## src/rtl/mul_pipe_if.sv

```systemverilog
// mul_pipe_if: issue/result handshake bundle between the issue logic, the multiplier and writeback
interface mul_pipe_if #(
    parameter int XLEN  = 32,
    parameter int TAG_W = 5
);
    logic             flush_ex_i;
    logic             in_valid_i;
    logic             in_ready_o;
    logic [1:0]       op_i;
    logic [XLEN-1:0]  op1_i;
    logic [XLEN-1:0]  op2_i;
    logic [TAG_W-1:0] tag_i;
    logic             out_valid_o;
    logic             out_ready_i;
    logic [XLEN-1:0]  result_o;
    logic [TAG_W-1:0] tag_o;
    logic             busy_o;

    modport master (
        output flush_ex_i, in_valid_i, op_i, op1_i, op2_i, tag_i, out_ready_i,
        input  in_ready_o, out_valid_o, result_o, tag_o, busy_o
    );

    modport slave (
        input  flush_ex_i, in_valid_i, op_i, op1_i, op2_i, tag_i, out_ready_i,
        output in_ready_o, out_valid_o, result_o, tag_o, busy_o
    );
endinterface

```

## src/rtl/mul_pipe.sv

```systemverilog
// mul_pipe: pipelined MUL/MULH/MULHSU/MULHU unit with global-stall backpressure, EX flush and tag passthrough
module mul_pipe #(
    parameter int XLEN   = 32,
    parameter int STAGES = 3,
    parameter int TAG_W  = 5
) (
    input logic       clk_i,
    input logic       rst_i,
    mul_pipe_if.slave bus
);
    localparam int W = 2 * XLEN;

    logic [STAGES-1:0] v;
    logic [1:0]        op_r  [STAGES];
    logic [TAG_W-1:0]  tag_r [STAGES];
    logic [XLEN:0]     a, b;
    logic [W-1:0]      ae, be, prod, last_p;
    logic              advance, accept;

    assign advance        = ~v[STAGES-1] | bus.out_ready_i;
    assign bus.in_ready_o = advance & ~bus.flush_ex_i;
    assign accept         = bus.in_valid_i & bus.in_ready_o;

    // Sign-extending the XLEN+1 operands to 2*XLEN keeps the truncated product exact with a plain multiply
    assign ae   = {{(XLEN-1){a[XLEN]}}, a};
    assign be   = {{(XLEN-1){b[XLEN]}}, b};
    assign prod = ae * be;

    always_ff @(posedge clk_i or posedge rst_i)
        if (rst_i) begin
            v <= '0;
            a <= '0;
            b <= '0;
            for (int i = 0; i < STAGES; i++) begin
                op_r[i]  <= '0;
                tag_r[i] <= '0;
            end
        end else begin
            if (bus.flush_ex_i) v <= '0;
            else if (advance) v <= (v << 1) | STAGES'(accept);
            if (advance) begin
                a        <= {(bus.op_i != 2'b11) & bus.op1_i[XLEN-1], bus.op1_i};
                b        <= {~bus.op_i[1] & bus.op2_i[XLEN-1], bus.op2_i};
                op_r[0]  <= bus.op_i;
                tag_r[0] <= bus.tag_i;
                for (int i = 1; i < STAGES; i++) begin
                    op_r[i]  <= op_r[i-1];
                    tag_r[i] <= tag_r[i-1];
                end
            end
        end

    if (STAGES > 1) begin : g_pipe
        logic [W-1:0] p [1:STAGES-1];
        always_ff @(posedge clk_i or posedge rst_i)
            if (rst_i) begin
                for (int i = 1; i < STAGES; i++) p[i] <= '0;
            end else if (advance) begin
                p[1] <= prod;
                for (int i = 2; i < STAGES; i++) p[i] <= p[i-1];
            end
        assign last_p = p[STAGES-1];
    end else begin : g_comb
        assign last_p = prod;
    end

    assign bus.out_valid_o = v[STAGES-1];
    assign bus.busy_o      = |v;
    assign bus.tag_o       = tag_r[STAGES-1];
    assign bus.result_o    = (op_r[STAGES-1] == 2'b00) ? last_p[XLEN-1:0] : last_p[W-1:XLEN];
endmodule

```

## src/flat_wrapper.sv

```systemverilog
// flat-port wrapper written by rule: the top's interface ports become plain ports
module mul_pipe_flat 
#(
    parameter int XLEN   = 32,
    parameter int STAGES = 3,
    parameter int TAG_W  = 5
)
  (clk_i, rst_i, bus_flush_ex_i, bus_in_valid_i, bus_op_i, bus_op1_i, bus_op2_i, bus_tag_i, bus_out_ready_i, bus_in_ready_o, bus_out_valid_o, bus_result_o, bus_tag_o, bus_busy_o);
  mul_pipe_if #(.XLEN(XLEN), .TAG_W(TAG_W)) bus_i ();
  input logic clk_i;
  input logic rst_i;
  input wire logic [$bits(bus_i.flush_ex_i)-1:0] bus_flush_ex_i;
  input wire logic [$bits(bus_i.in_valid_i)-1:0] bus_in_valid_i;
  input wire logic [$bits(bus_i.op_i)-1:0] bus_op_i;
  input wire logic [$bits(bus_i.op1_i)-1:0] bus_op1_i;
  input wire logic [$bits(bus_i.op2_i)-1:0] bus_op2_i;
  input wire logic [$bits(bus_i.tag_i)-1:0] bus_tag_i;
  input wire logic [$bits(bus_i.out_ready_i)-1:0] bus_out_ready_i;
  output wire logic [$bits(bus_i.in_ready_o)-1:0] bus_in_ready_o;
  output wire logic [$bits(bus_i.out_valid_o)-1:0] bus_out_valid_o;
  output wire logic [$bits(bus_i.result_o)-1:0] bus_result_o;
  output wire logic [$bits(bus_i.tag_o)-1:0] bus_tag_o;
  output wire logic [$bits(bus_i.busy_o)-1:0] bus_busy_o;
  assign bus_i.flush_ex_i = bus_flush_ex_i;
  assign bus_i.in_valid_i = bus_in_valid_i;
  assign bus_i.op_i = bus_op_i;
  assign bus_i.op1_i = bus_op1_i;
  assign bus_i.op2_i = bus_op2_i;
  assign bus_i.tag_i = bus_tag_i;
  assign bus_i.out_ready_i = bus_out_ready_i;
  assign bus_in_ready_o = bus_i.in_ready_o;
  assign bus_out_valid_o = bus_i.out_valid_o;
  assign bus_result_o = bus_i.result_o;
  assign bus_tag_o = bus_i.tag_o;
  assign bus_busy_o = bus_i.busy_o;
  mul_pipe #(.XLEN(XLEN), .STAGES(STAGES), .TAG_W(TAG_W)) u_core (.clk_i(clk_i), .rst_i(rst_i), .bus(bus_i));
endmodule
```

## config.mk

```make
export PLATFORM = sky130hd
export DESIGN_NAME = mul_pipe_flat
export DESIGN_NICKNAME = d
export VERILOG_FILES = /design/src/rtl/mul_pipe_if.sv /design/src/rtl/mul_pipe.sv /design/src/flat_wrapper.sv
export SDC_FILE = /design/constraint.sdc
export NUM_CORES = 2
export LEC_CHECK = 0
export CORE_MARGIN = 1.5
export CORE_UTILIZATION = 25
export CTS_BUF_LIST = sky130_fd_sc_hd__clkbuf_16
export DETAILED_ROUTE_END_ITERATION = 7
export SLEW_MARGIN = 0
export SYNTH_ARGS = -nofsm -noshare
export SYNTH_HDL_FRONTEND = slang
export SYNTH_SLANG_ARGS = --single-unit
```

## constraint.sdc

```tcl
create_clock -name clk_i -period 8.39 [get_ports clk_i]
set_clock_uncertainty 0.15 [all_clocks]
set_input_delay 0.839 -clock clk_i [delete_from_list [all_inputs] [get_ports clk_i]]
set_output_delay 0.839 -clock clk_i [all_outputs]
set_load 0.005 [all_outputs]
```

==> reports/metrics.csv <==
stage;metric;value;unit
timing;fin_crit;8.13;ns
setup_path;cp.required;8.66;ns
timing;tightest_slew;1.30;ns
setup_path;cp-start-kind;register;
run;drv_cap;0;
route;wirelength;130000;um
floorplanning;pin_count;116;
synthesis;synthCells;5070;
timing;hold_viol;0;
cts;numCtsBuffers;26;
route;ant_nets;0;
synthesis;mappedNetlistArea;46600;um^2
synthesis;ys_seq_area_frac;0.117;
layout;nNetsFinal;6514;
placement;hpwlAfterDp;109000;um
timing;whs;0.314;ns
timing;fmax;0.123;GHz
placement;gp_congestion;0.884;
floorplanning;die_x;435;um
synthesis;synth_top_area_cell;fa_1;
grt;grt_pass1_vias;36500;
cts;cts_tree;built;
cts;clockRootBuffer;clkbuf_16;
cts;cts.sinks;218;
grt;grt_start_max_net_pins;212;
timing;setup_viol;0;
synthesis;synthDistinctLibCells;56;
floorplanning;start_util;0.251;
setup_path;worst_path_max_delay_cell;fa_1;
grt;grt_overflow;0;
grt;grt_use_total;0.140;
setup_path;critPathMaxFanout;10;
synthesis;yosys_warnings;0;
synthesis;synth_edf_count;0;
cts;clock_latency;0.62;ns
cts;htreeDepth;1;
setup_path;max_stage_delay;0.55;ns
layout;final_cells;7602;
synthesis;async_flop_share;1.00;
status;outcome;complete, no violations;
layout;drive_above_1_share;0.0555;
grt;grt_pass1_wl;209000;um
cts;clkSlewWorstSetupHoldPaths;0.06;ns
synthesis;synth_top_area_frac;0.483;
timing;slew_headroom;0.132;
route;wl_per_cell;17.1;um
setup_path;endpoint_kind;register;
route;vias_per_cell;4.35;
cts;clockBufferDepth;3;
route;num_vias;33100;
synthesis;syn_nets;6483;
timing;rsz0062_at_grt;yes;
route;drtPass1Iterations;6;
synthesis;synthTopCellsByCount;fa_1, inv_1, nand2_1, and2_1, clkbuf_1;
placement;io_buffers;115;
grt;antenna_found_initial;11;
synthesis;yosys_most_used_dff;dfrtp_1;
setup_path;crit_top_cell;fa_1;
synthesis;synthTopCellsByArea;fa_1, dfrtp_1, inv_1;
setup_path;critPathTopFamily;adder cells;
floorplanning;die_area;189000;um^2
worst_hold_path;hold_path_class;reg -> reg;
synthesis;yosysMostFrequentCell;fa_1;
layout;syn_to_final_growth;12.4;%
timing;worst_slack;0.257;ns
floorplanning;die_y;435;um
timing;drv_slew;0;
setup_path;arrival;8.40;ns
timing;fin_tns_setup;0;ns
route;drcViolationCount;0;
placement;place_ws;0.0943;ns
route;first_iter_violations;2051;
timing;fin_crit_sh;0.969;
floorplanning;core_area;185000;um^2
synthesis;avgSynthCellArea;9.20;um^2
placement;dp_cells;7552;
floorplanning;num_rows;158;
setup_path;critPathBufInv;9;
synthesis;synth_seq_cells;218;
setup_path;crit_type;reg -> reg;
[final cells by class]
cell class | count | area, um^2
timing repair buffer | 286 | 2820
antenna | 1 | 2.50
clock buffer | 26 | 651
fill | 19700 | 133000
clock inverter | 22 | 209
multi-input combinational | 3475 | 36000
tap | 2480 | 3100
sequential | 218 | 5480
inverter | 1094 | 4110
[flip-flops by register name (all words and copies together), names as in the netlist]
register / flops
u_core.a: 33
u_core.b: 33
u_core.bus.tag_o: 5
u_core.g_pipe.p: 64
u_core.last_p: 64
u_core.op_r: 6
u_core.tag_r: 10
u_core.v: 3
[worst min-delay path, stage by stage, from the launching register on]
cell and delay, ns:
dfrtp_1 0.34, nand2_1 0.05, nand2_1 0.05
[per-stage QoR]
step / cell area [um^2] / utilization
after floorplan: 46600 / -
after global placement: 51500 / 0.278
after detailed placement: 51500 / 0.278
after CTS: 52300 / 0.282
after global routing: 52400 / 0.283
final: 52400 / 0.283
[placed cells by master (no fill, tap or decap), types with 4 or more instances in the layout]
cell / Yosys / layout
fa_1: 1125 / 1125
inv_1: 1094 / 1094
nand2_1: 1060 / 1060
and2_1: 543 / 543
ha_1: 212 / 212
dfrtp_1: 218 / 195
buf_4: 5 / 140
clkdlybuf4s50_1: 0 / 115
a21oi_1: 109 / 109
nor2_1: 67 / 66
o21ai_0: 56 / 54
xnor2_1: 46 / 46
mux2_2: 32 / 32
buf_12: 0 / 31
xor2_1: 29 / 29
nor2b_1: 30 / 29
clkbuf_16: 0 / 26
a21o_1: 25 / 25
dfrtp_2: 0 / 23
nand4_1: 17 / 17
nand2b_1: 15 / 14
nor3_1: 12 / 12
nand3_1: 11 / 11
o21bai_1: 11 / 11
a31oi_1: 11 / 11
and3_1: 8 / 8
o21ai_1: 6 / 7
clkinv_2: 0 / 5
o31ai_1: 4 / 4
o211ai_1: 4 / 4
clkinv_4: 0 / 4
clkinv_1: 0 / 4
[kinds of logic (layout without fill, tap and decap cells)]
kind of cell               count (synthesis)  after routing  synth area share
other                                      0              1                 0
AOI/OAI and AO/OA                        250            250            0.0315
adders and majority gates               1337           1337             0.540
buffers and inverters                   1377           1428             0.111
muxes                                     33             33           0.00794
xor gates and xnor gates                  75             75            0.0141
and+or+nand+nor                         1780           1780             0.178
DFF                                      218            218             0.117
[metal layers]
layer / track usage / routed length [um] / vias to the layer above
li1: - / - / 14600
met1: 0.176 / 53100 / 17400
met2: 0.250 / 67200 / 825
met3: 0.0118 / 5280 / 226
met4: 0.0467 / 4720 / 4
met5: 0 / 23 / -
[path summary, 6_finish.rpt]
path,start,depth (start not counted),endpoint,slack [ns]
max,u_core.b[15],29,u_core.g_pipe.p[122],0.26
min,u_core.last_p[24],2,u_core.last_p[24],0.31
max reg2reg,u_core.b[15],29,u_core.g_pipe.p[122],0.26
min reg2reg,u_core.last_p[24],2,u_core.last_p[24],0.31
max in group asynchronous,rst_i,3,u_core.a[10],5.84
min in group asynchronous,rst_i,2,u_core.b[2],0.65
[timing repair]
action / 4_1_cts / 5_1_grt
setup buffers: 0 / 1
hold buffers: 0 / 0
pin swaps: 0 / 1
gates resized for setup: 1 / 25
setup endpoints to repair: 1 / 21
Power is not shown: default switching activity piles up to over one toggle a cycle in this logic, so the estimate is an artifact.
